<file path="src/rtl/posit_normaliser.sv">
// Normalise-and-encode stage closing the posit add path: shifts the mantissa until the hidden bit
// is in bit 7, then packs an N-bit posit. Optional round-to-nearest-even via POSIT_NORM_ROUND_EN.
package common;
  typedef enum logic {POS = 1'b0, NEG = 1'b1} sign_t;
endpackage

module posit_normaliser
  import common::*;
#(
  parameter int N  = 8,
  parameter int EN = 1
) (
  input  logic         clk,
  input  logic         rst_n,
  input  logic         in_valid,
  output logic         in_ready,
  input  logic         in_negate,
  input  logic [7:0]   in_regime,
  input  logic [7:0]   in_exponent,
  input  logic [7:0]   in_mantissa,
  output logic         out_valid,
  input  logic         out_ready,
  output logic [N-1:0] out_posit,
  output logic         busy
);

  localparam int SW = 2*N + EN + 7;
  localparam logic signed [11:0] KMAX = 12'(N-2);
  localparam logic signed [11:0] KMIN = -KMAX;

  typedef enum logic [1:0] {IDLE, NORM, PACK, DONE} state_t;

  state_t             state_q;
  sign_t              neg_q;
  logic [7:0]         mant_q;
  logic signed [11:0] scale_q;
  logic [N-1:0]       posit_q;
  logic               in_ready_q, out_valid_q, busy_q;

  logic signed [11:0] in_scale;
  logic signed [11:0] ko;
  logic [EN-1:0]      eo;
  logic [4:0]         rlen;
  logic [N-1:0]       reg_w;
  logic [SW-1:0]      str;
  logic [N-2:0]       mag, mag_r;
  logic               guard, sticky;
  logic [N-1:0]       posit_d;

  assign in_scale = ($signed({{4{in_regime[7]}}, in_regime}) <<< EN)
                  + $signed({{4{in_exponent[7]}}, in_exponent});

  assign ko = scale_q >>> EN;
  assign eo = scale_q[EN-1:0];

  always_comb begin
    rlen  = '0;
    reg_w = '0;
    if (!ko[11]) begin
      rlen  = ko[4:0] + 5'd2;
      reg_w = (~({N{1'b1}} << (ko[4:0] + 5'd1))) << 1;
    end else begin
      // -ko + 1 == ~ko + 2; only the low bits matter once ko is in range
      rlen  = ~ko[4:0] + 5'd2;
      reg_w = N'(1);
    end
    str    = {reg_w, eo, mant_q[6:0], {N{1'b0}}} << (5'(N) - rlen);
    mag    = str[SW-1 -: N-1];
    guard  = str[SW-N];
    sticky = |str[SW-N-1:0];

`ifdef POSIT_NORM_ROUND_EN
    if (guard & (sticky | mag[0])) begin
      mag_r = (&mag) ? mag : mag + 1'b1;
    end else begin
      mag_r = mag;
    end
`else
    mag_r = mag;
`endif
    if (mag_r == '0) mag_r = (N-1)'(1);

    if (ko >= KMAX) mag_r = {(N-1){1'b1}};
    else if (ko < KMIN) mag_r = (N-1)'(1);

    if (mant_q == 8'h00) posit_d = '0;
    else if (neg_q == NEG) posit_d = ({1'b0, mag_r} ^ {N{1'b1}}) + N'(1);
    else posit_d = {1'b0, mag_r};
  end

  always_ff @(posedge clk or negedge rst_n) begin
    if (!rst_n) begin
      state_q     <= IDLE;
      neg_q       <= POS;
      mant_q      <= '0;
      scale_q     <= '0;
      posit_q     <= '0;
      in_ready_q  <= 1'b1;
      out_valid_q <= 1'b0;
      busy_q      <= 1'b0;
    end else begin
      case (state_q)
        IDLE: if (in_valid) begin
          neg_q      <= in_negate ? NEG : POS;
          mant_q     <= in_mantissa;
          scale_q    <= in_scale;
          in_ready_q <= 1'b0;
          busy_q     <= 1'b1;
          state_q    <= NORM;
        end
        NORM: begin
          if (mant_q == 8'h00 || mant_q[7]) begin
            state_q <= PACK;
          end else begin
            mant_q  <= mant_q << 1;
            scale_q <= scale_q - 12'sd1;
          end
        end
        PACK: begin
          posit_q     <= posit_d;
          out_valid_q <= 1'b1;
          state_q     <= DONE;
        end
        DONE: if (out_ready) begin
          out_valid_q <= 1'b0;
          in_ready_q  <= 1'b1;
          busy_q      <= 1'b0;
          state_q     <= IDLE;
        end
        default: state_q <= IDLE;
      endcase
    end
  end

  assign in_ready  = in_ready_q;
  assign out_valid = out_valid_q;
  assign busy      = busy_q;
  assign out_posit = posit_q;

endmodule

</file>
<file path="config.mk">
export PLATFORM = sky130hd
export DESIGN_NAME = posit_normaliser
export DESIGN_NICKNAME = d
export VERILOG_FILES = /design/src/rtl/posit_normaliser.sv
export SDC_FILE = /design/constraint.sdc
export NUM_CORES = 1
export LEC_CHECK = 0
export ABC_AREA = 1
export CAP_MARGIN = 20
export CORE_ASPECT_RATIO = 1.75
export CORE_MARGIN = 3
export CORE_UTILIZATION = 45
export DETAILED_ROUTE_END_ITERATION = 12
export DONT_BUFFER_PORTS = 1
export GPL_ROUTABILITY_DRIVEN = 1
export PLACE_DENSITY = 0.56
export SYNTH_ARGS = -nofsm -noshare
export SYNTH_HDL_FRONTEND = slang
export SYNTH_SLANG_ARGS = --single-unit
</file>
<file path="constraint.sdc">
create_clock -name clk -period 3.1 [get_ports clk]
set_input_delay 0.62 -clock clk [delete_from_list [all_inputs] [get_ports clk]]
set_output_delay 0.62 -clock clk [all_outputs]
set_load 0.05 [all_outputs]
</file>
==> impl_metrics.sql, run 1 <==
INSERT INTO impl_metrics (metric_group, metric, value, unit) VALUES
('synth', 'yosysMostFrequentCell', 'sky130_fd_sc_hd__nand2_1', ''),
('routing', 'wl_per_cell', '15.1', 'um'),
('synth', 'synth.avg_cell_area', '6.67', 'um2'),
('clocking', 'post_cts.resized_instances', '0', ''),
('routing', 'post-route-drc-count', '0', ''),
('synth', 'synth_enable_flop_cells', '0', ''),
('critical_path', 'worst-path-buf-inv', '3', ''),
('grt', 'grt_pass1_vias', '3182', ''),
('sta', 'worst_slew_pin_slew', '0.538', 'ns'),
('placement', 'port_buffer_count', '0', ''),
('status', 'outcome', 'complete, no violations', ''),
('floorplan', 'top_level_ports', '40', ''),
('critical_path', 'critPathMaxFanout', '14', ''),
('min_path', 'min_path_type', 'in -> async', ''),
('clocking', 'clockRootBuffer', 'sky130_fd_sc_hd__clkbuf_16', ''),
('clocking', 'ctsHoldBuffers', '0', ''),
('routing', 'routed_wl', '8590', 'um'),
('clocking', 'tritoncts', 'yes', ''),
('synth', 'most_common_library_cells_after_synthesis', 'sky130_fd_sc_hd__nand2_1 (142), sky130_fd_sc_hd__nand3_1 (51), sky130_fd_sc_hd__inv_1 (42), sky130_fd_sc_hd__dfrtp_1 (33), sky130_fd_sc_hd__o21ai_0 (33)', ''),
('critical_path', 'cp-start-kind', 'register', ''),
('cells_and_area', 'drive_gt1_frac', '0.107', ''),
('critical_path', 'cp_data_required_time', '3.27', 'ns'),
('sta', 'relSlewSlack', '0.640', ''),
('grt', 'grt_overflow', '0', ''),
('critical_path', 'critPathArrivalTime', '2.87', 'ns'),
('synth', 'post_synth_inst_count', '483', ''),
('floorplan', 'num_rows', '40', ''),
('placement', 'detailed_place_hpwl', '7020', 'um'),
('critical_path', 'cp_cell_sequence', 'inv_2, nand2_1, nand2_2, ha_1, inv_1, nand3_2, nand2_2, inv_2, nand2_1, nand3_1, nand4_1, nand3_1, nor2_2, nand4_1, nand3_1, nand2_1, nand2_1, nand2_1', ''),
('critical_path', 'worst_path_largest_cell_delay', '0.47', 'ns'),
('grt', 'antenna_found_initial', '0', ''),
('synth', 'largest_area_contributor_in_the_synthesized_netlist', 'sky130_fd_sc_hd__dfrtp_1', ''),
('sta', 'fmax', '371', 'MHz'),
('routing', 'avgViaCountPerCell', '5.52', ''),
('synth', 'postSynthRegisterBits', '34', ''),
('sta', 'finalWorstPathRequiredPeriod', '2.70', 'ns'),
('synth', 'yosysUniqueCellTypes', '45', ''),
('grt', 'grt_max_degree', '35', ''),
('cells_and_area', 'design.final.nets', '533', ''),
('floorplan', 'die_w', '70.0', 'um'),
('synth', 'synthDominantCellAreaShare', '0.256', ''),
('synth', 'mappedNetlistArea', '3220', 'um2'),
('placement', 'gp_congestion', '0.910', ''),
('floorplan', 'floorplan.core_area', '6910', 'um2'),
('sta', 'setup_viol', '0', ''),
('routing', 'vias', '3137', ''),
('clocking', 'post_cts_buffers', '0', ''),
('floorplan', 'initial_core_util', '0.466', ''),
('routing', 'drt_pass1_iterations', '4', ''),
('clocking', 'clkSlewWorstSetupHoldPaths', '0.06', 'ns'),
('clocking', 'ctsLongestPathBuffers', '2', ''),
('routing', 'drt-initial-drc-count', '106', ''),
('synth', 'ys.flop_type', 'sky130_fd_sc_hd__dfrtp_1', ''),
('grt', 'track_usage', '0.218', ''),
('cells_and_area', 'register_area', '852', 'um2'),
('clocking', 'cts_bufs_inserted', '5', ''),
('flow_run', 'max_cap_violations', '0', ''),
('critical_path', 'internal_reg_to_reg_setup_slack', '0.40', 'ns'),
('floorplan', 'die_ht', '118', 'um'),
('cells_and_area', 'insertedDiodeCount', '0', ''),
('synth', 'async_flop_share', '1.00', ''),
('synth', 'ys.warnings.count', '0', ''),
('sta', 'share_of_the_clock_period_used_by_the_worst_path', '0.870', ''),
('clocking', 'cts.sinks', '34', ''),
('sta', 'setup_repair_after_global_routing_missed_its_margin', 'no', ''),
('synth', 'top_cells_by_area_in_the_synthesized_netlist', 'sky130_fd_sc_hd__dfrtp_1 (26%), sky130_fd_sc_hd__nand2_1 (17%), sky130_fd_sc_hd__nand3_1 (7.9%), sky130_fd_sc_hd__ha_1 (7.8%), sky130_fd_sc_hd__o21ai_0 (5.1%)', ''),
('cells_and_area', 'area_growth', '7.26', '%'),
('critical_path', 'crit_path_end_kind', 'register', ''),
('floorplan', 'die-area', '8250', 'um2'),
('sta', 'finalMaxSlewViolations', '0', ''),
('clocking', 'worst_skew_pair.late_latency', '0.28', 'ns');
-- stage by stage --
stage          instance area, um2  cells   util  setup WS [ns]  hold slack (ns)
6_report                     3460    568  0.500          0.403           0.0276
5_1_grt                      3460    568  0.500         0.0661           0.0176
4_1_cts                      3460    568  0.500          0.404           0.0248
3_5_place_dp                 3300    560  0.478          0.417            0.325
3_3_place_gp                 3300    560  0.478          0.452            0.325
2_1_floorplan                3220    483      -          0.713            0.324
-- cells by family (layout without fill, tap and decap cells) --
group | Yosys count | after routing | share of synthesized area
AND/OR/NAND/NOR | 270 | 270 | 0.392
flip-flops | 34 | 34 | 0.264
XOR/XNOR | 7 | 7 | 0.0190
buffers and inverters | 69 | 70 | 0.0905
adder cells (fa/ha/maj) | 21 | 21 | 0.0839
AO/OA/AOI/OAI | 82 | 82 | 0.150
-- layout by cell type (no fill, tap or decap), types with 2 or more instances in the layout --
cell type,Yosys,final
sky130_fd_sc_hd__nor2_2,4,4
sky130_fd_sc_hd__inv_2,6,6
sky130_fd_sc_hd__ha_1,20,20
sky130_fd_sc_hd__nand3_1,51,51
sky130_fd_sc_hd__clkbuf_16,0,5
sky130_fd_sc_hd__a31oi_1,4,4
sky130_fd_sc_hd__nor4_1,2,2
sky130_fd_sc_hd__o31ai_1,2,2
sky130_fd_sc_hd__clkinv_1,4,4
sky130_fd_sc_hd__or2_2,2,2
sky130_fd_sc_hd__o21ai_1,3,3
sky130_fd_sc_hd__nand2_1,142,142
sky130_fd_sc_hd__o21a_1,2,2
sky130_fd_sc_hd__a22o_1,2,2
sky130_fd_sc_hd__a21oi_1,18,18
sky130_fd_sc_hd__nand2_2,8,8
sky130_fd_sc_hd__buf_4,3,9
sky130_fd_sc_hd__nor2_1,28,28
sky130_fd_sc_hd__inv_1,42,42
sky130_fd_sc_hd__xnor2_1,3,3
sky130_fd_sc_hd__nand2_4,5,5
sky130_fd_sc_hd__dfrtp_1,33,33
sky130_fd_sc_hd__nor3_1,4,4
sky130_fd_sc_hd__o21ai_0,33,33
sky130_fd_sc_hd__o211ai_1,11,11
sky130_fd_sc_hd__nand4_1,13,13
sky130_fd_sc_hd__nand3_2,6,6
sky130_fd_sc_hd__xor2_1,4,4
sky130_fd_sc_hd__nand3b_1,2,2
-- area by class of cell --
type,count,share of cell area
repair buffers,9,0.0196
clock buffers,6,0.0402
multi-input cells,380,0.601
flip-flops and latches,34,0.247
inverters,53,0.0583
clock inverters,2,0.00362
well taps,84,0.0304
-- state kept, by name (all words and copies together), names as in the netlist --
register / count
neg_q: 1
out_valid: 1
out_posit: 8
mant_q: 8
scale_q: 12
in_ready: 1
state_q: 2
busy: 1
-- per-layer routing --
| metal | vias to the layer above | track usage | part of all wire |
|---|---|---|---|
| met5 | - | 0 | 0 |
| met2 | 73 | 0.436 | 0.58 |
| met4 | 0 | 0.0935 | 0.036 |
| met3 | 24 | 0.0308 | 0.028 |
| li1 | 1605 | - | - |
| met1 | 1435 | 0.212 | 0.36 |
-- final timing paths --
path                                end  depth (start not counted)  startpoint
setup / recovery           out_posit[6]                         18  scale_q[2]
hold / removal               state_q[0]                          0       rst_n
setup reg to reg           out_posit[6]                         18  scale_q[2]
hold reg to reg               mant_q[7]                          2   mant_q[6]
max in group asynchronous      in_ready                          0       rst_n
min in group clk                  neg_q                          2   in_negate
Power of run 1 is left out: the tool's default activity adds up to more than one toggle a clock period on the data nets, which glitch-free logic cannot reach.
==> inputs of run 2 (changes only) <==
--- a/config.mk
+++ b/config.mk
@@ -9,11 +9,11 @@
 export CAP_MARGIN = 20
 export CORE_ASPECT_RATIO = 1.75
 export CORE_MARGIN = 3
-export CORE_UTILIZATION = 45
+export CORE_UTILIZATION = 61
 export DETAILED_ROUTE_END_ITERATION = 12
 export DONT_BUFFER_PORTS = 1
 export GPL_ROUTABILITY_DRIVEN = 1
-export PLACE_DENSITY = 0.56
+export PLACE_DENSITY = 0.73
 export SYNTH_ARGS = -nofsm -noshare
 export SYNTH_HDL_FRONTEND = slang
 export SYNTH_SLANG_ARGS = --single-unit
==> run 2 against run 1 <==
Effect of this change:
- count of clock-buffer cells in the layout did not move
- critical path depth rose by 1
- cell area fell by 2.9%
- cell count fell by 5.5%
- die area fell by 25%
- clock skew fell by 0.00086 ns
- worst hold slack got worse by 0.012 ns
- sequential share of layout area rose by 0.73 points
- maximum frequency fell by 2.4%
- core utilization rose by 17 points
- worst setup slack got worse by 0.067 ns
==> impl_metrics.sql, run 2 (synthesis results as in run 1) <==
INSERT INTO impl_metrics (metric_group, metric, value, unit) VALUES
('sta', 'share_of_the_clock_period_used_by_the_worst_path', '0.892', ''),
('critical_path', 'r2r-end', 'out_posit[2]', ''),
('sta', 'finalSetupTns', '0', 'ns'),
('sta', 'fmax', '362', 'MHz'),
('routing', 'routed_wl', '8260', 'um'),
('clocking', 'cts_bufs_inserted', '5', ''),
('routing', 'vias', '3164', ''),
('routing', 'drt-initial-drc-count', '172', ''),
('routing', 'drt_pass1_iterations', '4', ''),
('floorplan', 'die_ht', '102', 'um'),
('sta', 'finalMaxSlewViolations', '0', ''),
('cells_and_area', 'insertedDiodeCount', '0', ''),
('critical_path', 'cp_data_required_time', '3.33', 'ns'),
('routing', 'post-route-drc-count', '0', ''),
('sta', 'timing.final.hold_violations', '0', ''),
('critical_path', 'internal_reg_to_reg_setup_slack', '0.34', 'ns'),
('critical_path', 'cp-start-kind', 'register', ''),
('grt', 'grt_pass1_vias', '3109', ''),
('placement', 'port_buffer_count', '0', ''),
('clocking', 'clkSlewWorstSetupHoldPaths', '0.08', 'ns'),
('critical_path', 'critPathArrivalTime', '2.99', 'ns'),
('flow_run', 'max_cap_violations', '0', ''),
('critical_path', 'timing.rr.start', 'scale_q[11]', ''),
('sta', 'setup_repair_after_global_routing_missed_its_margin', 'no', ''),
('cells_and_area', 'drive_gt1_frac', '0.104', ''),
('sta', 'setup_viol', '0', ''),
('critical_path', 'criticalPathCategory', 'reg -> reg', ''),
('cells_and_area', 'design.final.nets', '532', ''),
('grt', 'grt_overflow', '0', ''),
('clocking', 'clockRootBuffer', 'sky130_fd_sc_hd__clkbuf_8', ''),
('clocking', 'ctsHoldBuffers', '0', ''),
('critical_path', 'timing.reg2reg.worst_path_depth', '19', ''),
('grt', 'grt_first_pass_wirelength', '13700', 'um'),
('sta', 'fin_skew', '0.00320', 'ns'),
('critical_path', 'critPathMaxFanout', '14', ''),
('grt', 'grt_max_degree', '35', ''),
('clocking', 'cts.htree.levels', '2', ''),
('cells_and_area', 'most-common-layout-cells', 'sky130_fd_sc_hd__nand2_1 (142), sky130_fd_sc_hd__nand3_1 (51), sky130_fd_sc_hd__inv_1 (42)', ''),
('grt', 'track_usage', '0.285', ''),
('cells_and_area', 'final_core_util', '0.669', ''),
('grt', 'antenna_found_initial', '0', ''),
('critical_path', 'crit_path_end_kind', 'register', ''),
('clocking', 'post_cts.resized_instances', '0', ''),
('min_path', 'min_path_type', 'in -> async', ''),
('clocking', 'tritoncts', 'yes', ''),
('floorplan', 'num_rows', '34', ''),
('placement', 'place_inst', '528', ''),
('floorplan', 'initial_core_util', '0.642', ''),
('routing', 'wl_per_cell', '15.4', 'um'),
('clocking', 'post_cts_buffers', '0', ''),
('cells_and_area', 'largest_reg_flops', '12', ''),
('placement', 'gp_congestion', '0.940', ''),
('placement', 'dpl_worst_slack', '0.362', 'ns'),
('floorplan', 'die_w', '60.9', 'um'),
('status', 'outcome', 'complete, no violations', ''),
('cells_and_area', 'mostFrequentLayoutCell', 'sky130_fd_sc_hd__nand2_1', ''),
('cells_and_area', 'area_growth', '4.19', '%'),
('sta', 'relSlewSlack', '0.658', ''),
('clocking', 'worst_skew_pair.late_latency', '0.29', 'ns'),
('placement', 'detailed_place_hpwl', '6700', 'um'),
('cells_and_area', 'stdcell_count', '537', ''),
('sta', 'worst_slew_pin_slew', '0.512', 'ns'),
('routing', 'ant_nets', '0', ''),
('floorplan', 'floorplan.core_area', '5020', 'um2'),
('floorplan', 'top_level_ports', '40', ''),
('floorplan', 'die-area', '6220', 'um2'),
('cells_and_area', 'max_flop_register', 'scale_q', ''),
('routing', 'avgViaCountPerCell', '5.89', ''),
('sta', 'finalWorstPathRequiredPeriod', '2.76', 'ns'),
('sta', 'min_setup_slack_post_route', '0.336', 'ns'),
('clocking', 'cts.sinks', '34', ''),
('clocking', 'ctsLongestPathBuffers', '2', '');
[run 2: cell type report]
type	count	area, um2
sequential	34	852
multi-input combinational	380	2080
clock inverter	2	12.5
fill	479	1660
clock buffer	6	82.6
inverter	53	201
timing repair buffer	8	62.6
tap	54	67.6
[run 2: how the worst max path moves through the flow]
stage                            from      endpoint  slack (ns)
final                     scale_q[11]  out_posit[2]        0.34
after global placement    scale_q[11]  out_posit[2]        0.39
after global routing      scale_q[11]  out_posit[2]        0.03
after detailed placement  scale_q[11]  out_posit[2]        0.36
after floorplan           scale_q[11]  out_posit[3]        0.71
after CTS                 scale_q[11]  out_posit[2]        0.34
[run 2: worst max-delay path, cell delays in order, from the launching register on]
cell                      delay [ns]
sky130_fd_sc_hd__dfrtp_1        0.40
sky130_fd_sc_hd__inv_2          0.22
sky130_fd_sc_hd__nand2_1        0.08
sky130_fd_sc_hd__nand2_1        0.17
sky130_fd_sc_hd__ha_1           0.28
sky130_fd_sc_hd__inv_1          0.07
sky130_fd_sc_hd__nand3_2        0.10
sky130_fd_sc_hd__nand2_2        0.22
sky130_fd_sc_hd__inv_2          0.13
sky130_fd_sc_hd__nand2_1        0.10
sky130_fd_sc_hd__nand3_2        0.07
sky130_fd_sc_hd__nand3_1        0.07
sky130_fd_sc_hd__nand2_1        0.10
sky130_fd_sc_hd__nor2_4         0.15
sky130_fd_sc_hd__nand2_4        0.08
sky130_fd_sc_hd__nand3_1        0.09
sky130_fd_sc_hd__nand2_1        0.07
sky130_fd_sc_hd__xnor2_1        0.16
sky130_fd_sc_hd__nand2_1        0.07
sky130_fd_sc_hd__nand2_1        0.07
[run 2: metal layers]
| layer | vias to the layer above | part of all wire | GRT usage |
|---|---|---|---|
| met5 | - | 0 | 0 |
| met4 | 0 | 0.029 | 0.110 |
| met3 | 24 | 0.034 | 0.0379 |
| met2 | 85 | 0.59 | 0.570 |
| met1 | 1450 | 0.35 | 0.274 |
| li1 | 1605 | - | - |
[run 2: through the flow]
stage               instance area (um2)  hold slack (ns)
floorplan                          3220            0.324
CTS                                3350           0.0142
global route                       3360          0.00201
global placement                   3250            0.325
finish                             3360           0.0161
detailed placement                 3250            0.325
Power of run 2 is left out for the same reason.
==> inputs of run 3 (changes only) <==
--- a/config.mk
+++ b/config.mk
@@ -9,11 +9,12 @@
 export CAP_MARGIN = 20
 export CORE_ASPECT_RATIO = 1.75
 export CORE_MARGIN = 3
-export CORE_UTILIZATION = 61
+export CORE_UTILIZATION = 59
 export DETAILED_ROUTE_END_ITERATION = 12
 export DONT_BUFFER_PORTS = 1
 export GPL_ROUTABILITY_DRIVEN = 1
-export PLACE_DENSITY = 0.73
+export PLACE_DENSITY = 0.71
+export RECOVER_POWER = 50
 export SYNTH_ARGS = -nofsm -noshare
 export SYNTH_HDL_FRONTEND = slang
 export SYNTH_SLANG_ARGS = --single-unit
==> run 3 against run 2 <==
Effect of this change:
- first-iteration DRC count shrank 7.6%
- critical path depth increased by 1
- non-clock buffer count increased by 1
- worst setup slack improved by 0.071 ns
- routed wire length is 0.13% higher
- via count rose by 1.4%
==> impl_metrics.sql, run 3 (synthesis results as in run 1) <==
INSERT INTO impl_metrics (metric_group, metric, value, unit) VALUES
('status', 'outcome', 'complete, no violations', ''),
('grt', 'track_usage', '0.273', ''),
('routing', 'post-route-drc-count', '0', ''),
('critical_path', 'crit_path_end_kind', 'register', ''),
('flow_run', 'max_cap_violations', '0', ''),
('placement', 'detailed_place_hpwl', '6770', 'um'),
('clocking', 'worst_skew_pair.late_latency', '0.29', 'ns'),
('sta', 'fin_hold_ws', '0.0152', 'ns'),
('sta', 'setup_viol', '0', ''),
('clocking', 'cts.sinks', '34', ''),
('cells_and_area', 'most-common-layout-cells', 'sky130_fd_sc_hd__nand2_1 (142), sky130_fd_sc_hd__nand3_1 (51), sky130_fd_sc_hd__inv_1 (42)', ''),
('routing', 'wl_per_cell', '15.3', 'um'),
('critical_path', 'cp-start-kind', 'register', ''),
('clocking', 'cts_bufs_inserted', '5', ''),
('floorplan', 'top_level_ports', '40', ''),
('floorplan', 'die_w', '61.9', 'um'),
('routing', 'drt-initial-drc-count', '159', ''),
('sta', 'share_of_the_clock_period_used_by_the_worst_path', '0.869', ''),
('placement', 'port_buffer_count', '0', ''),
('floorplan', 'num_rows', '35', ''),
('grt', 'grt_first_pass_wirelength', '13500', 'um'),
('critical_path', 'cp-endpoint', 'out_posit[6]', ''),
('grt', 'antenna_found_initial', '0', ''),
('critical_path', 'critPathArrivalTime', '2.88', 'ns'),
('routing', 'ant_nets', '0', ''),
('clocking', 'clockRootBuffer', 'sky130_fd_sc_hd__clkbuf_8', ''),
('clocking', 'clkSlewWorstSetupHoldPaths', '0.08', 'ns'),
('routing', 'routed_wl', '8270', 'um'),
('critical_path', 'critPathMaxFanout', '14', ''),
('placement', 'gp_congestion', '0.999', ''),
('routing', 'vias', '3209', ''),
('sta', 'worst_slew_pin_slew', '0.511', 'ns'),
('critical_path', 'internal_reg_to_reg_setup_slack', '0.41', 'ns'),
('sta', 'finalMaxSlewViolations', '0', ''),
('cells_and_area', 'drive_gt1_frac', '0.105', ''),
('cells_and_area', 'design.final.nets', '533', ''),
('cells_and_area', 'max_flop_register', 'scale_q', ''),
('sta', 'setup_repair_after_global_routing_missed_its_margin', 'no', ''),
('cells_and_area', 'largest_reg_flops', '12', ''),
('sta', 'finalSetupTns', '0', 'ns'),
('floorplan', 'initial_core_util', '0.613', ''),
('sta', 'finalWorstPathRequiredPeriod', '2.69', 'ns'),
('clocking', 'post_cts.resized_instances', '0', ''),
('sta', 'timing.final.hold_violations', '0', ''),
('clocking', 'ctsLongestPathBuffers', '2', ''),
('routing', 'avgViaCountPerCell', '5.95', ''),
('grt', 'grt_pass1_vias', '3000', ''),
('cells_and_area', 'nFillCells', '511', ''),
('critical_path', 'timing.reg2reg.worst_path_depth', '20', ''),
('clocking', 'tritoncts', 'yes', ''),
('sta', 'relSlewSlack', '0.658', ''),
('cells_and_area', 'insertedDiodeCount', '0', ''),
('cells_and_area', 'area_growth', '5.05', '%'),
('sta', 'fin_skew', '0.00575', 'ns'),
('critical_path', 'criticalPathCategory', 'reg -> reg', ''),
('grt', 'grt_overflow', '0', ''),
('sta', 'fmax', '371', 'MHz'),
('cells_and_area', 'mostFrequentLayoutCell', 'sky130_fd_sc_hd__nand2_1', ''),
('min_path', 'min_path_type', 'in -> async', ''),
('routing', 'drt_pass1_iterations', '4', ''),
('floorplan', 'die_ht', '104', 'um'),
('critical_path', 'timing.rr.start', 'scale_q[2]', ''),
('clocking', 'cts.htree.levels', '2', ''),
('floorplan', 'floorplan.core_area', '5260', 'um2'),
('critical_path', 'setup.worst_path.start', 'scale_q[2]', ''),
('critical_path', 'r2r-end', 'out_posit[6]', ''),
('critical_path', 'cp_data_required_time', '3.29', 'ns'),
('floorplan', 'die-area', '6420', 'um2'),
('grt', 'grt_max_degree', '35', '');
run 3: cell types whose count changed in the layout (fill, tap and decap cells not counted):
cell                         before  now
sky130_fd_sc_hd__buf_4            7    8
sky130_fd_sc_hd__bufinv_16        0    1
sky130_fd_sc_hd__clkinvlp_4       1    2
sky130_fd_sc_hd__clkbuf_8         6    5
sky130_fd_sc_hd__clkinv_2         1    0
run 3: what timing repair did:
| item | CTS | global route |
|---|---|---|
| buffers inserted | 0 | 0 |
| hold buffers | 0 | 1 |
| hold endpoints to repair | 0 | 11 |
run 3: worst max-delay path, cell delays in order (launching register included):
cell,delay (ns)
sky130_fd_sc_hd__dfrtp_1,0.48
sky130_fd_sc_hd__inv_2,0.10
sky130_fd_sc_hd__nand2_1,0.09
sky130_fd_sc_hd__nand2_2,0.11
sky130_fd_sc_hd__ha_1,0.33
sky130_fd_sc_hd__inv_1,0.07
sky130_fd_sc_hd__nand3_2,0.10
sky130_fd_sc_hd__nand2_2,0.21
sky130_fd_sc_hd__inv_2,0.12
sky130_fd_sc_hd__nand2_1,0.07
sky130_fd_sc_hd__nand3_1,0.12
sky130_fd_sc_hd__nand3_1,0.11
sky130_fd_sc_hd__nand2_1,0.06
sky130_fd_sc_hd__nor2_2,0.12
sky130_fd_sc_hd__nand2_4,0.08
sky130_fd_sc_hd__nand3_2,0.08
sky130_fd_sc_hd__nand2_2,0.06
sky130_fd_sc_hd__nand3_1,0.08
sky130_fd_sc_hd__nand2_1,0.06
sky130_fd_sc_hd__nand2_1,0.07
sky130_fd_sc_hd__nand2_1,0.05
run 3: per-layer routing:
| metal | share of wire | wire [um] | vias to the layer above | global-route usage |
|---|---|---|---|---|
| met1 | 0.36 | 2950 | 1490 | 0.279 |
| li1 | - | - | 1602 | - |
| met2 | 0.58 | 4760 | 91 | 0.522 |
| met3 | 0.039 | 320 | 26 | 0.0424 |
| met4 | 0.030 | 247 | 0 | 0.0804 |
| met5 | 0 | 0 | - | 0 |
run 3: stage by stage:
stage          cell area, um2  instances  setup WS (ns)  utilization
3_3_place_gp             3260        530          0.342        0.620
2_1_floorplan            3220        483          0.713            -
6_report                 3380        539          0.407        0.644
4_1_cts                  3370        538          0.401        0.642
3_5_place_dp             3260        530          0.315        0.620
5_1_grt                  3380        539         0.0464        0.644
run 3: worst min-delay path by stage:
stage	cells after the start	from	end	slack (ns)
2_1_floorplan	0	rst_n	busy	0.32
3_3_place_gp	0	rst_n	out_posit[6]	0.33
3_5_place_dp	0	rst_n	out_posit[6]	0.33
4_1_cts	0	rst_n	out_posit[6]	0.01
5_1_grt	0	rst_n	mant_q[0]	0.005
6_report	0	rst_n	mant_q[7]	0.02
run 3: cell type report:
cell class | instances | area, um2 | area share
multi-input cells | 380 | 2080 | 0.614
flip-flops and latches | 34 | 852 | 0.252
inverters | 53 | 201 | 0.0595
repair buffers | 9 | 70.1 | 0.0207
clock buffers | 5 | 68.8 | 0.0203
well taps | 55 | 68.8 | 0.0203
clock inverters | 3 | 45.0 | 0.0133
Power of run 3 is left out for the same reason.
